<file path="src/rtl/instr_decode.sv">
// Instruction register and decoder feeding global_fsm.
// Captures the instruction word on ir_en and holds the registered decode fields until the next load.
module instr_decode #(
  parameter int WORD_W = 16,
  parameter int NREGS  = 16
) (
  input  logic              clk,
  input  logic              reset,
  input  logic              ir_en,
  input  logic              flush,
  input  logic [WORD_W-1:0] instr_in,
  output logic [WORD_W-1:0] ir_out,
  output logic [7:0]        opcode_out,
  output logic [4:0]        rdst_out,
  output logic [4:0]        rsrc_out,
  output logic [7:0]        immediate_out,
  output logic [3:0]        flag_type,
  output logic [NREGS-1:0]  rdst_write_out,
  output logic              valid,
  output logic              illegal,
  output logic              illegal_seen,
  output logic [15:0]       instr_count
);

  localparam logic [3:0] FT_NONE = 4'b0000;
  localparam logic [3:0] FT_R    = 4'b0001;
  localparam logic [3:0] FT_I    = 4'b0010;
  localparam logic [3:0] FT_LOAD = 4'b0100;
  localparam logic [3:0] FT_STOR = 4'b0101;

  logic [3:0]       op_s;
  logic [3:0]       rd_s;
  logic [3:0]       ext_s;
  logic [3:0]       rs_s;
  logic [7:0]       imm_s;

  logic [7:0]       opcode_s;
  logic [4:0]       rdst_s;
  logic [4:0]       rsrc_s;
  logic [7:0]       immediate_s;
  logic [3:0]       flag_type_s;
  logic [NREGS-1:0] rdst_write_s;
  logic             illegal_s;

  // The same seven ALU codes are legal as an R-type ext field and as an I-type op field.
  function automatic logic is_alu_code(input logic [3:0] code);
    case (code)
      4'b0001, 4'b0010, 4'b0011, 4'b0101,
      4'b1001, 4'b1011, 4'b1101: is_alu_code = 1'b1;
      default:                   is_alu_code = 1'b0;
    endcase
  endfunction

  function automatic logic [NREGS-1:0] reg_onehot(input logic [3:0] idx);
    reg_onehot = {{(NREGS-1){1'b0}}, 1'b1} << idx;
  endfunction

  assign op_s  = instr_in[15:12];
  assign rd_s  = instr_in[11:8];
  assign ext_s = instr_in[7:4];
  assign rs_s  = instr_in[3:0];
  assign imm_s = instr_in[7:0];

  // Combinational decode of the incoming instruction word.
  always_comb begin
    opcode_s     = 8'h00;
    rdst_s       = {1'b0, rd_s};
    rsrc_s       = {1'b0, rs_s};
    immediate_s  = 8'h00;
    flag_type_s  = FT_NONE;
    rdst_write_s = {NREGS{1'b0}};
    illegal_s    = 1'b1;
    case (op_s)
      4'b0000: begin
        if (is_alu_code(ext_s)) begin
          opcode_s     = {op_s, ext_s};
          flag_type_s  = FT_R;
          illegal_s    = 1'b0;
          // CMP only updates flags
          rdst_write_s = (ext_s == 4'b1011) ? {NREGS{1'b0}} : reg_onehot(rd_s);
        end else begin
          illegal_s    = 1'b1;
        end
      end
      4'b0100: begin
        if (ext_s == 4'b0000) begin
          opcode_s     = {op_s, ext_s};
          flag_type_s  = FT_LOAD;
          rdst_write_s = reg_onehot(rd_s);
          illegal_s    = 1'b0;
        end else if (ext_s == 4'b0100) begin
          opcode_s     = {op_s, ext_s};
          flag_type_s  = FT_STOR;
          illegal_s    = 1'b0;
        end else begin
          illegal_s    = 1'b1;
        end
      end
      default: begin
        if (is_alu_code(op_s)) begin
          opcode_s     = {op_s, 4'b0000};
          immediate_s  = imm_s;
          rsrc_s       = 5'd0;
          flag_type_s  = FT_I;
          illegal_s    = 1'b0;
          rdst_write_s = (op_s == 4'b1011) ? {NREGS{1'b0}} : reg_onehot(rd_s);
        end else begin
          illegal_s    = 1'b1;
        end
      end
    endcase
  end

  // Instruction register plus registered decode outputs, counter and sticky illegal flag.
  always_ff @(posedge clk) begin
    if (reset) begin
      ir_out         <= {WORD_W{1'b0}};
      opcode_out     <= 8'h00;
      rdst_out       <= 5'd0;
      rsrc_out       <= 5'd0;
      immediate_out  <= 8'h00;
      flag_type      <= 4'b0000;
      rdst_write_out <= {NREGS{1'b0}};
      valid          <= 1'b0;
      illegal        <= 1'b0;
      illegal_seen   <= 1'b0;
      instr_count    <= 16'h0000;
    end else if (flush) begin
      ir_out         <= {WORD_W{1'b0}};
      opcode_out     <= 8'h00;
      rdst_out       <= 5'd0;
      rsrc_out       <= 5'd0;
      immediate_out  <= 8'h00;
      flag_type      <= 4'b0000;
      rdst_write_out <= {NREGS{1'b0}};
      valid          <= 1'b0;
      illegal        <= 1'b0;
    end else if (ir_en) begin
      ir_out         <= instr_in;
      opcode_out     <= opcode_s;
      rdst_out       <= rdst_s;
      rsrc_out       <= rsrc_s;
      immediate_out  <= immediate_s;
      flag_type      <= flag_type_s;
      rdst_write_out <= rdst_write_s;
      valid          <= 1'b1;
      illegal        <= illegal_s;
      illegal_seen   <= illegal_seen | illegal_s;
      instr_count    <= instr_count + 16'h0001;
    end else begin
      ir_out         <= ir_out;
      instr_count    <= instr_count;
    end
  end

endmodule
</file>
<file path="config.mk">
export PLATFORM = sky130hd
export DESIGN_NAME = instr_decode
export DESIGN_NICKNAME = d
export VERILOG_FILES = /design/src/rtl/instr_decode.sv
export SDC_FILE = /design/constraint.sdc
export NUM_CORES = 1
export LEC_CHECK = 0
export ABC_AREA = 1
export CAP_MARGIN = 15
export CORE_MARGIN = 2
export CORE_UTILIZATION = 40
export CTS_CLUSTER_DIAMETER = 40
export CTS_CLUSTER_SIZE = 28
export DETAILED_ROUTE_END_ITERATION = 10
export GPL_ROUTABILITY_DRIVEN = 0
export PLACE_DENSITY = 0.74
export SLEW_MARGIN = 20
export SYNTH_ARGS = -nofsm -noshare
export SYNTH_HDL_FRONTEND = slang
export SYNTH_SLANG_ARGS = --single-unit
</file>
<file path="constraint.sdc">
create_clock -name clk -period 1.7 [get_ports clk]
set_clock_uncertainty 0.15 [all_clocks]
set_input_delay 0.255 -clock clk [delete_from_list [all_inputs] [get_ports clk]]
set_output_delay 0.255 -clock clk [all_outputs]
set_load 0.05 [all_outputs]
</file>
======== After elaboration in Yosys (flattened, before gate mapping) ========
Cells that the tools add are included.
cells by class
  shifts and indexed selects .............. 1
  bitwise gates (word level) .............. 2
  reductions and logical operators ........ 7
  multiplexer cells ....................... 29
  eq/ne operators ......................... 16
  add/sub/neg operators ................... 1
operators with widths
  cell                                                  number
  two-way mux 16 bit                                    5
  two-way mux 8 bit                                     6
  case mux 16 bit (2 select lines)                      1
  equality test 4 bit (second input constant)           6
  adder 16 x 1 -> 16 bit (second input constant)        1
  equality test 4 x 2 -> 1 bit (second input constant)  4
  equality test 4 x 3 -> 1 bit (second input constant)  4
  case mux 8 bit (2 select lines)                       1
  << shifter 1 x 4 -> 16 bit (first input constant)     1
  OR reduction 7 bit                                    2
  two-way mux 1 bit                                     9
  equality test 4 x 1 -> 1 bit (second input constant)  2
  zero test 4 bit                                       2
  two-way mux 4 bit                                     2
  case mux 4 bit (2 select lines)                       1
  two-way mux 3 bit                                     2
  OR reduction 2 bit                                    2
  two-way mux 2 bit                                     1
  case mux 1 bit (2 select lines)                       1
  AND reduction 2 bit                                   1
  inverter 1 bit                                        1
  bitwise OR 1 bit                                      1
storage, ports and cells
  output and inout port bits .............. 81
  register bits after elaboration ......... 80

======== Longest topological paths before layout ========
  depth in word-level cells ............... 7
  depth in mapped cells ................... 10
  gate-level depth less buffers ........... 10

======== Worst setup path after synthesis ========
OpenSTA, ideal clock, no wires.
  path type ............................... flip-flop to flip-flop
  start ................................... reg instr_count[1]
  end ..................................... reg instr_count[14]
  data required time ...................... 1436 ps
  library setup time ...................... 114 ps
  buffers on the path ..................... 0
  slack ................................... -149 ps
  arrival ................................. 1585 ps
  cell stages (with the launch flop) ...... 11
  period minus slack after synthesis ...... 1849 ps
  cells stage by stage .................... dfxtp_1 ha_1 nand2_1 nor2_1 nand2_1 nor2_2 nand2_1 nor2_1 nand2_1 nand2_1 nor2_1
between the ends
  word-level cells in the longest chain between the ends .. 1
ends and longest elaborated chain
  element                 RTL line  text
  start, declared         22        output logic [15:0] instr_count
  start signal, assigned  149       instr_count <= instr_count + 16'h0001;
  start signal, assigned  152       instr_count <= instr_count;
  adder 16 x 1 -> 16 bit  149
Every way passes these cells.
A chain may end at the register's enable or synchronous reset.

======== Final worst setup path ========
  start ................................... in instr_in[5]
  end ..................................... reg rdst_write_out[14]
between the ends
  word-level cells in the longest chain between the ends .. 6
  elaborated cells between the ends (all ways) .. 15
  classes of those cells .................. eq/ne: 7; mux: 6; reduce/logical: 2
ends and longest elaborated chain
  element                                            RTL line  text
  start, declared                                    11        input logic [WORD_W-1:0] instr_in,
  equality test 4 bit, or another cell as far along  47, 80
  OR reduction 7 bit                                 47        case (code)
  two-way mux 1 bit                                  47
  two-way mux 1 bit                                  73        case (op_s)
  two-way mux 16 bit                                 75        if (is_alu_code(ext_s)) begin
  case mux 16 bit (2 select lines) (*)               73
  end signal, assigned                               123       rdst_write_out <= {NREGS{1'b0}};
  end signal, assigned                               135       rdst_write_out <= {NREGS{1'b0}};
  end signal, assigned                               145       rdst_write_out <= rdst_write_s;
  end, declared                                      18        output logic [NREGS-1:0] rdst_write_out,
Every way passes the cells marked *; elsewhere a longest branch is shown, timed or not. The select of a mux whose other input is x is not followed.

==> impl_metrics.json <==
{
  "timing.hold.ws_ns": 0.316,
  "die-width_um": 91.5,
  "path_class": "in -> reg",
  "postCtsSetupBuffers": 0,
  "synthCells": 430,
  "floorplan.initialDensity_pct": 41.7,
  "drc": 0,
  "cap_violations": 0,
  "overflow": 0,
  "startpoint_type": "input pin",
  "arrival_ns": 1.72,
  "fin_crit_sh_pct": 94.1,
  "htree_levels": 3,
  "rsz0062_at_grt": "false",
  "post-route-util_pct": 60.1,
  "antenna_found_initial": 0,
  "holdBufCountCts": 0,
  "wl_per_cell_um": 12.1,
  "insertion_delay_ns": 0.34,
  "syn2layout_area_growth_pct": 44.0,
  "grt_max_degree": 17,
  "port-buffer-count": 97,
  "dr.pass1.iters": 4,
  "postSynthAreaPerCell_um2": 7.11,
  "ys_ff_latch": 74,
  "cts_root_buf": "clkbuf_8",
  "worst_slack_ns": 0.100,
  "total_power_mw": 3.90,
  "critical_path_peak_fanout": 16,
  "io_pins": 101,
  "ys_types": 27,
  "fillers": 678,
  "drive_gt1_share_pct": 25.5,
  "dp_hpwl_um": 6050,
  "viasPerCell": 4.77,
  "pre_cts_ws_ns": -0.224,
  "cp.required_ns": 1.82,
  "cts_made_buffers": 9,
  "track_usage_pct": 19.6,
  "post_cts_resized": 0,
  "period_minus_slack_ns": 1.60,
  "end_kind": "register",
  "core_mm2": 0.00733,
  "wl_um": 7940,
  "cellPowerDensity_mw_per_mm2": 885,
  "clkTransAtPathRegs_ns": 0.07,
  "rows": 31,
  "cts_tree": "built",
  "finalNetCount": 572,
  "grt_pass1_wl_um": 13200,
  "die_area_mm2": 0.00836,
  "hold_path_class": "reg -> reg",
  "ant_nets": 0,
  "drv_slew": 0,
  "fmax_mhz": 625,
  "yosys_warnings": 0,
  "synth-seq-area-share_pct": 48.4,
  "diodes": 0,
  "setup_viol_count_final": 0,
  "synth_area_mm2": 0.00306,
  "clock_sinks": 74,
  "route.vias.total": 3124,
  "drt_iter0_drc": 81,
  "leakagePower_nw": 1.97,
  "status": "finished clean",
  "ir_drop_uv": 754,
  "die_h_um": 91.5,
  "max-clock-path-buffers": 2,
  "grt_pass1_vias": 2894,
  "hold_violations": 0
}
-- per-layer routing --
metal / global-route usage (%) / part of all wire, % / wire (um)
met2: 32.4 / 49 / 3870
met3: 8.63 / 7.8 / 620
met4: 6.31 / 0.58 / 46
met5: 0 / 0 / 0
met1: 22.5 / 43 / 3410
-- where the power goes --
group | leakage (nW) | switching, mW | internal, mW
Sequential | 0.602 | 0.0227 | 1.77
Clock | 0.119 | 0.635 | 0.944
Combinational | 1.25 | 0.346 | 0.181
Total | 1.97 | 1.00 | 2.89
-- layout make-up --
| cell class | count | area, um^2 | area share, % |
|---|---|---|---|
| tap | 99 | 124 | 2.81 |
| clock inverter | 4 | 72.6 | 1.65 |
| multi-input combinational | 288 | 1280 | 29.0 |
| timing repair buffer | 131 | 1110 | 25.1 |
| clock buffer | 12 | 165 | 3.75 |
| inverter | 47 | 176 | 4.00 |
| sequential | 74 | 1490 | 33.7 |
-- sequential cells by signal (all words and copies together) (netlist names) --
signal	count
immediate_out	8
illegal	1
ir_out	16
instr_count	16
rdst_write_out	16
opcode_out	8
rsrc_out	4
flag_type	3
illegal_seen	1
valid	1
-- cells in the mapped netlist (all sizes together) --
| master | n | area (um^2) |
|---|---|---|
| nand3 | 19 | 100 |
| clkbuf | 8 | 30.0 |
| inv | 47 | 176 |
| a21oi | 65 | 325 |
| o211ai | 1 | 7.51 |
| nand2 | 108 | 410 |
| buf | 15 | 105 |
| nor3b | 1 | 7.51 |
| o21ai | 16 | 80.1 |
| conb | 1 | 3.75 |
| o21bai | 1 | 7.51 |
| nor2 | 65 | 262 |
| nor3 | 3 | 15.0 |
| o21a | 2 | 15.0 |
| dfxtp | 74 | 1480 |
| ha | 1 | 12.5 |
| nand4 | 1 | 6.26 |
| nor4 | 1 | 6.26 |
| a211oi | 1 | 7.51 |
-- cells by family after synthesis --
kind of cell / synth area share, %
DFF: 48.4
buffers and inverters: 10.2
and+or+nand+nor: 26.4
AOI/OAI and AO/OA: 14.5
adders and majority gates: 0.409
other: 0.123
-- through the flow --
step	instances	instance area [um^2]	setup TNS (ns)
2_1_floorplan	432	3070	0
3_3_place_gp	639	4170	-5.18
3_5_place_dp	639	4170	-6.93
4_1_cts	655	4400	0
5_1_grt	655	4410	0
6_report	655	4410	0
-- path summary, 6_finish.rpt --
kind                                     endpoint  slack, ns  cells past startpoint                            start
setup reg to reg     instr_count[14]$_SDFFE_PP0P_       0.18                     10      instr_count[1]$_SDFFE_PP0P_
setup / recovery  rdst_write_out[14]$_SDFFE_PP0P_       0.10                      9                      instr_in[5]
hold / removal    rdst_write_out[11]$_SDFFE_PP0P_       0.32                      2  rdst_write_out[11]$_SDFFE_PP0P_
hold reg to reg   rdst_write_out[11]$_SDFFE_PP0P_       0.32                      2  rdst_write_out[11]$_SDFFE_PP0P_
-- cell usage in the layout (no fill, tap or decap), types with 2 or more instances in the layout --
cell | netlist | routed
a21oi_1 | 65 | 65
buf_12 | 0 | 6
buf_4 | 7 | 106
bufinv_16 | 0 | 2
clkbuf_8 | 0 | 12
clkdlybuf4s50_1 | 0 | 19
conb_1 | 1 | 3
dfxtp_1 | 74 | 70
dfxtp_2 | 0 | 4
inv_1 | 46 | 46
nand2_1 | 106 | 106
nand2_2 | 2 | 2
nand3_1 | 18 | 18
nor2_1 | 60 | 59
nor2_2 | 4 | 5
nor3_1 | 3 | 3
o21a_1 | 2 | 2
o21ai_0 | 14 | 14
o21ai_1 | 2 | 2
-- worst max-delay path: stages --
cell,delay [ns]
clkdlybuf4s50_1,0.54
inv_1,0.07
nand2_2,0.10
nand2_1,0.06
nor2_1,0.08
nand3_1,0.09
nand3_2,0.25
nand2_1,0.11
a21oi_1,0.16
Note: power is estimated with default switching activity, not from simulation.
